$ cat config.mk
export PLATFORM = sky130hd
export DESIGN_NAME = conv_32b_8b_flat
export DESIGN_NICKNAME = d
export VERILOG_FILES = /design/src/rtl/conv_pkg.sv /design/src/rtl/conv_32b_8b_if.sv /design/src/rtl/word_hold_reg.sv /design/src/rtl/conv_32b_8b.sv /design/src/flat_wrapper.sv
export SDC_FILE = /design/constraint.sdc
export NUM_CORES = 1
export LEC_CHECK = 0
export CELL_PAD_IN_SITES_DETAIL_PLACEMENT = 1
export CELL_PAD_IN_SITES_GLOBAL_PLACEMENT = 1
export CORE_ASPECT_RATIO = 1.4
export CORE_UTILIZATION = 44
export CTS_CLUSTER_DIAMETER = 150
export DETAILED_ROUTE_END_ITERATION = 10
export GPL_ROUTABILITY_DRIVEN = 1
export HOLD_SLACK_MARGIN = 0.12
export PLACE_DENSITY_LB_ADDON = 0.2
export SKIP_LAST_GASP = 1
export SLEW_MARGIN = 20
export SYNTH_ARGS = -nofsm -noshare
export SYNTH_HDL_FRONTEND = slang
export SYNTH_SLANG_ARGS = --single-unit
$ cat constraint.sdc
create_clock -name clk_4f -period 2.2 [get_ports clk_4f]
set_input_delay 0.44 -clock clk_4f [delete_from_list [all_inputs] [get_ports clk_4f]]
set_output_delay 0.44 -clock clk_4f [all_outputs]
set_load 0.03 [all_outputs]
$ cat src/rtl/conv_pkg.sv
// Shared constants and types for the 8b<->32b converter pair on the link
// return path. Both directions import this so their widths cannot drift apart.
package conv_pkg;

    localparam int BYTE_W         = 8;
    localparam int WORD_W         = 32;
    localparam int BYTES_PER_WORD = WORD_W / BYTE_W;
    localparam int IDX_W          = 2;

    localparam logic [BYTE_W-1:0] IDLE_BYTE_DEF = 8'h00;

    typedef enum logic {
        ST_IDLE = 1'b0,
        ST_SEND = 1'b1
    } state_t;

endpackage

$ cat src/rtl/conv_32b_8b_if.sv
// Word-in / byte-out bundle of the 32b->8b converter, plus read-only
// visibility of the serializer state for checkers.
interface conv_32b_8b_if;
    import conv_pkg::*;

    // Handshake: a word transfers at a rising edge where valid_in and ready_out
    // are both 1; data_in is ignored otherwise. ready_out is a registered
    // output and never depends on valid_in in the same cycle. The byte side
    // has no back-pressure: every byte with valid_out=1 is consumed.
    logic [WORD_W-1:0] data_in;
    logic              valid_in;
    logic              ready_out;
    logic [BYTE_W-1:0] data_out;
    logic              valid_out;
    state_t            dbg_state;
    logic [IDX_W-1:0]  dbg_idx;

    modport slave (
        input  data_in, valid_in,
        output ready_out, data_out, valid_out, dbg_state, dbg_idx
    );

    modport master (
        output data_in, valid_in,
        input  ready_out, data_out, valid_out, dbg_state, dbg_idx
    );

endinterface

$ cat src/rtl/word_hold_reg.sv
// Single-entry word buffer: holds the next word while the current one is
// being serialized. Load and unload never coincide in the parent.
module word_hold_reg
    import conv_pkg::*;
(
    input  logic              clk_4f,
    input  logic              reset_L,
    input  logic              load_i,
    input  logic              unload_i,
    input  logic [WORD_W-1:0] data_i,
    output logic [WORD_W-1:0] data_o,
    output logic              valid_o
);

    logic [WORD_W-1:0] data_q;
    logic              valid_q;

    always_ff @(posedge clk_4f or negedge reset_L) begin
        if (!reset_L) begin
            data_q  <= '0;
            valid_q <= 1'b0;
        end else if (load_i) begin
            data_q  <= data_i;
            valid_q <= 1'b1;
        end else if (unload_i) begin
            valid_q <= 1'b0;
        end
    end

    assign data_o  = data_q;
    assign valid_o = valid_q;

endmodule

$ cat src/rtl/conv_32b_8b.sv
// 32-bit to 8-bit width converter: one word in, four registered bytes out,
// with a one-word holding register so a continuous stream has no idle cycles.
module conv_32b_8b
    import conv_pkg::*;
#(
    parameter bit                MSB_FIRST = 1'b1,
    parameter logic [BYTE_W-1:0] IDLE_BYTE = IDLE_BYTE_DEF
) (
    input  logic          clk_4f,
    input  logic          reset_L,
    conv_32b_8b_if.slave  bus
);

    state_t                state_q, state_d;
    logic [IDX_W-1:0]      idx_q, idx_d;
    logic [WORD_W-BYTE_W-1:0] shift_q, shift_d;
    logic [BYTE_W-1:0]     dout_q, dout_d;
    logic                  vout_q, vout_d;

    logic                  hold_v;
    logic [WORD_W-1:0]     hold_data;
    logic                  hold_load, hold_unload;
    logic                  load_en;
    logic [WORD_W-1:0]     load_word;
    logic                  accept;

    // ready comes straight from the hold flag flop, so no path from valid_in.
    assign bus.ready_out = ~hold_v;
    assign accept        = bus.valid_in & ~hold_v;

    word_hold_reg u_hold (
        .clk_4f   (clk_4f),
        .reset_L  (reset_L),
        .load_i   (hold_load),
        .unload_i (hold_unload),
        .data_i   (bus.data_in),
        .data_o   (hold_data),
        .valid_o  (hold_v)
    );

    always_ff @(posedge clk_4f or negedge reset_L) begin
        if (!reset_L) begin
            state_q <= ST_IDLE;
            idx_q   <= '0;
            shift_q <= '0;
            dout_q  <= IDLE_BYTE;
            vout_q  <= 1'b0;
        end else begin
            state_q <= state_d;
            idx_q   <= idx_d;
            shift_q <= shift_d;
            dout_q  <= dout_d;
            vout_q  <= vout_d;
        end
    end

    always_comb begin
        state_d     = state_q;
        idx_d       = idx_q;
        shift_d     = shift_q;
        dout_d      = dout_q;
        vout_d      = vout_q;
        hold_load   = 1'b0;
        hold_unload = 1'b0;
        load_en     = 1'b0;
        load_word   = bus.data_in;

        case (state_q)
            ST_IDLE: begin
                load_en = accept;
            end
            ST_SEND: begin
                if (idx_q != IDX_W'(BYTES_PER_WORD - 1)) begin
                    idx_d     = idx_q + 1'b1;
                    hold_load = accept;
                    if (MSB_FIRST) begin
                        dout_d  = shift_q[WORD_W-BYTE_W-1 -: BYTE_W];
                        shift_d = {shift_q[WORD_W-2*BYTE_W-1:0], {BYTE_W{1'b0}}};
                    end else begin
                        dout_d  = shift_q[BYTE_W-1:0];
                        shift_d = {{BYTE_W{1'b0}}, shift_q[WORD_W-BYTE_W-1:BYTE_W]};
                    end
                end else if (hold_v) begin
                    // The held word has priority; accept is 0 here since ready is low.
                    load_en     = 1'b1;
                    load_word   = hold_data;
                    hold_unload = 1'b1;
                end else if (accept) begin
                    load_en = 1'b1;
                end else begin
                    state_d = ST_IDLE;
                    vout_d  = 1'b0;
                    dout_d  = IDLE_BYTE;
                end
            end
            default: begin
                state_d = ST_IDLE;
            end
        endcase

        if (load_en) begin
            state_d = ST_SEND;
            idx_d   = '0;
            vout_d  = 1'b1;
            if (MSB_FIRST) begin
                dout_d  = load_word[WORD_W-1 -: BYTE_W];
                shift_d = load_word[WORD_W-BYTE_W-1:0];
            end else begin
                dout_d  = load_word[BYTE_W-1:0];
                shift_d = load_word[WORD_W-1:BYTE_W];
            end
        end
    end

    assign bus.data_out  = dout_q;
    assign bus.valid_out = vout_q;
    assign bus.dbg_state = state_q;
    assign bus.dbg_idx   = idx_q;

endmodule

$ cat src/flat_wrapper.sv
// flat-port wrapper written by rule: the top's interface ports become plain ports
module conv_32b_8b_flat import conv_pkg::*;
#(
    parameter bit                MSB_FIRST = 1'b1,
    parameter logic [BYTE_W-1:0] IDLE_BYTE = IDLE_BYTE_DEF
)
  (clk_4f, reset_L, bus_data_in, bus_valid_in, bus_ready_out, bus_data_out, bus_valid_out, bus_dbg_state, bus_dbg_idx);
  conv_32b_8b_if bus_i ();
  input  logic clk_4f;
  input  logic reset_L;
  input wire logic [$bits(bus_i.data_in)-1:0] bus_data_in;
  input wire logic [$bits(bus_i.valid_in)-1:0] bus_valid_in;
  output wire logic [$bits(bus_i.ready_out)-1:0] bus_ready_out;
  output wire logic [$bits(bus_i.data_out)-1:0] bus_data_out;
  output wire logic [$bits(bus_i.valid_out)-1:0] bus_valid_out;
  output wire logic [$bits(bus_i.dbg_state)-1:0] bus_dbg_state;
  output wire logic [$bits(bus_i.dbg_idx)-1:0] bus_dbg_idx;
  assign bus_i.data_in = bus_data_in;
  assign bus_i.valid_in = bus_valid_in;
  assign bus_ready_out = bus_i.ready_out;
  assign bus_data_out = bus_i.data_out;
  assign bus_valid_out = bus_i.valid_out;
  assign bus_dbg_state = bus_i.dbg_state;
  assign bus_dbg_idx = bus_i.dbg_idx;
  conv_32b_8b #(.MSB_FIRST(MSB_FIRST), .IDLE_BYTE(IDLE_BYTE)) u_core (.clk_4f(clk_4f), .reset_L(reset_L), .bus(bus_i));
endmodule
==> impl_metrics.yaml <==
detailed_routing:
  wl_um: 8460
  wl_per_cell_um: 18.9
  postRouteAntennaNets: 0
  drtIter0Drc: 60
  vias: 2483
  drtPass1Iterations: 4
  drcViolationCount: 0
  vias_per_cell: 5.54
power_and_ir_drop:
  p_leak_uw: 0.00189
  p_per_area_mw_per_mm2: 1490
  ir_drop_mv: 0.684
run_status:
  status: "finished clean"
setup_path:
  cp-endpoint: "bus_ready_out"
  cp-start-kind: "flop"
  r2r_start: "u_core.bus.dbg_idx[0]"
  worst_r2r_path_depth: 6
  crit_start: "u_core.u_hold.valid_o"
  reg2reg_slack_ns: 0.25
  crit_type: "reg -> out"
  cp_cell_sequence: "inv_1 -> clkdlybuf4s50_1"
  r2r_end: "u_core.shift_q[16]"
  crit_slowest_cell: "clkdlybuf4s50_1"
  crit_path_max_fanout: 9
  cp_slowest_stage_delay_ns: 0.66
  crit_arrival_ns: 1.61
  required_ns: 1.76
  cp-end-kind: "output pin"
place:
  dpl-instance-area_mm2: 0.00409
  port_buffers: 47
  hpwl_um: 5990
  place_inst: 431
  gp_congestion: 0.759
synth:
  synth_area_leaders: "dfrtp_1, mux2_4, a31oi_1, mux2i_1, nand3_1"
  synth_fp_nets: 327
  ys_seq_area_share_pct: 50.4
  async_flop_share_pct: 100
  synth_area_mm2: 0.00343
  netlist_instances: 291
  yosys_warnings: 0
  avgSynthCellArea_um2: 11.8
  ys_types: 39
  ys.flop_type: "dfrtp_1"
  yosys.area.top_type: "dfrtp_1"
  synth.top_cell.area_share_pct: 50.4
  synth_edf_count: 0
  ys_ff_latch: 69
sta:
  clock-skew-final_ns: 0.00649
  finalHoldViolations: 0
  finalMaxSlewViolations: 0
  timing.final.crit_period_ns: 2.05
  relSlewSlack_pct: 60.2
  fin_tns_setup_ns: 0
  fin_crit_sh_pct: 93.3
  grt_setup_unrepaired: "no"
  worstMarginPinSlew_ns: 0.596
  setup_viol: 0
  max_freq_mhz: 487
clock_tree:
  cts_buffer_depth: 2
  cts.sinks: 69
  cts_root_buf: "clkbuf_8"
  clk_pin_slew_worst_paths_ns: 0.07
  tritoncts: "yes"
  cts_setup_buffers: 0
  h-tree-depth: 3
  numCtsBuffers: 9
  ctsResizeCount: 0
  clkLatencyLatePin_ns: 0.35
finish:
  drive_gt1_share_pct: 23.1
  area_growth_pct: 25.0
  design_area_mm2: 0.00428
  num-nets-final: 382
  final_cell_count_no_fill: 448
  diodes: 0
die:
  dieArea_mm2: 0.00815
  die_y_um: 106
  std_cell_rows: 37
  start_util_pct: 46.0
  core_mm2: 0.00745
  die_x_um: 76.6
  io_pins: 48
grt:
  first_global_vias: 2761
  grt_pass1_wl_um: 14300
  grt_max_degree: 27
  grt-ovfl-total: 0
  track_usage_pct: 23.1
  antenna_found_initial: 0
min_path:
  min_path_type: "reg -> reg"
run:
  drv_cap: 0
[layer usage]
layer | vias up | global-route usage, % | wire (µm)
met5 | - | 0 | 0
met4 | 0 | 10.4 | 206
met1 | 1243 | 26.4 | 3540
li1 | 1177 | - | -
met3 | 14 | 4.46 | 231
met2 | 49 | 41.4 | 4490
[stage by stage]
stage / power [µW] / worst slack, ns / hold slack, ns / util, %
after CTS: 6420 / 0.114 / 0.488 / 57.4
after detailed placement: 5450 / 0.135 / 0.466 / 54.9
after global placement: 5300 / 0.163 / 0.465 / 54.9
after global routing: 6780 / 0.0899 / 0.499 / 57.4
final: 6360 / 0.146 / 0.484 / 57.4
after floorplan: 4410 / 0.324 / 0.144 / -
[critical path: cells and delay by family (launching register included)]
family,cells,cell delay (ns)
buf+inv,2,0.76
flops,1,0.50
[where the power goes]
group	internal (µW)	switching, µW	total (µW)
sequential	1910	386	2300
combinational	1610	1510	3120
clock	465	478	943
total	3980	2370	6360
[worst min-delay path by stage]
| stage | from | end | slack (ns) | cells past startpoint |
|---|---|---|---|---|
| CTS | u_core.shift_q[1] | u_core.shift_q[1] | 0.49 | 1 |
| floorplan | reset_L | u_core.bus.data_out[0] | 0.14 | 0 |
| detailed placement | u_core.shift_q[1] | u_core.shift_q[1] | 0.47 | 1 |
| finish | u_core.u_hold.data_o[15] | u_core.u_hold.data_o[15] | 0.48 | 1 |
| global placement | u_core.shift_q[0] | u_core.shift_q[0] | 0.46 | 1 |
| global route | u_core.shift_q[7] | u_core.shift_q[7] | 0.50 | 1 |
[synth_stat cells, drive strengths merged (8+ instances only)]
master   count
nor3         8
nand2       15
inv          8
o21ai       12
clkbuf      15
dfrtp       69
mux2i        9
a31oi       16
nand3       18
nor2b       12
buf         13
o2bb2ai      8
a211oi      11
and3        10
mux2        32
[layout by cell type, fill, tap and decap left out, drive strengths merged, types with 8 or more instances in the layout]
| master | n |
|---|---|
| clkdlybuf4s50 | 45 |
| mux2 | 32 |
| a31oi | 16 |
| mux2i | 9 |
| a211oi | 11 |
| o21ai | 12 |
| nor2b | 12 |
| and3 | 10 |
| clkbuf | 12 |
| nor3 | 8 |
| nand3 | 18 |
| nand2 | 15 |
| dfrtp | 69 |
| inv | 8 |
| buf | 26 |
| o2bb2ai | 8 |
[kinds of logic (layout without fill, tap and decap cells)]
kind of cell,count (synthesis),count (layout),synth area share [%]
AOI/OAI and AO/OA,67,67,14.6
adders and majority gates,1,1,0.365
buffers and inverters,36,96,5.59
and+or+nand+nor,77,77,12.7
muxes,41,41,16.3
DFF,69,69,50.4
[flip-flops by register name, summed over array words and instances (netlist names)]
| name | count |
|---|---|
| u_core.bus.data_out | 8 |
| u_core.bus.dbg_idx | 2 |
| u_core.bus.dbg_state | 1 |
| u_core.bus.valid_out | 1 |
| u_core.shift_q | 24 |
| u_core.u_hold.data_o | 32 |
| u_core.u_hold.valid_o | 1 |
[final cells by class]
| class | instances | area, µm² |
|---|---|---|
| Inverter | 8 | 30.0 |
| Clock inverter | 4 | 22.5 |
| Multi-Input combinational cell | 186 | 1510 |
| Tap cell | 97 | 121 |
| Sequential cell | 69 | 1730 |
| Timing Repair Buffer | 72 | 716 |
| Clock buffer | 12 | 155 |
| Fill cell | 799 | 3170 |
[repair_timing]
item                                   in CTS  in global routing
endpoints found under the hold margin      23                  0
hold buffers                                1                  0
setup endpoints to repair                   0                  0
(Power assumes the default switching activity.)
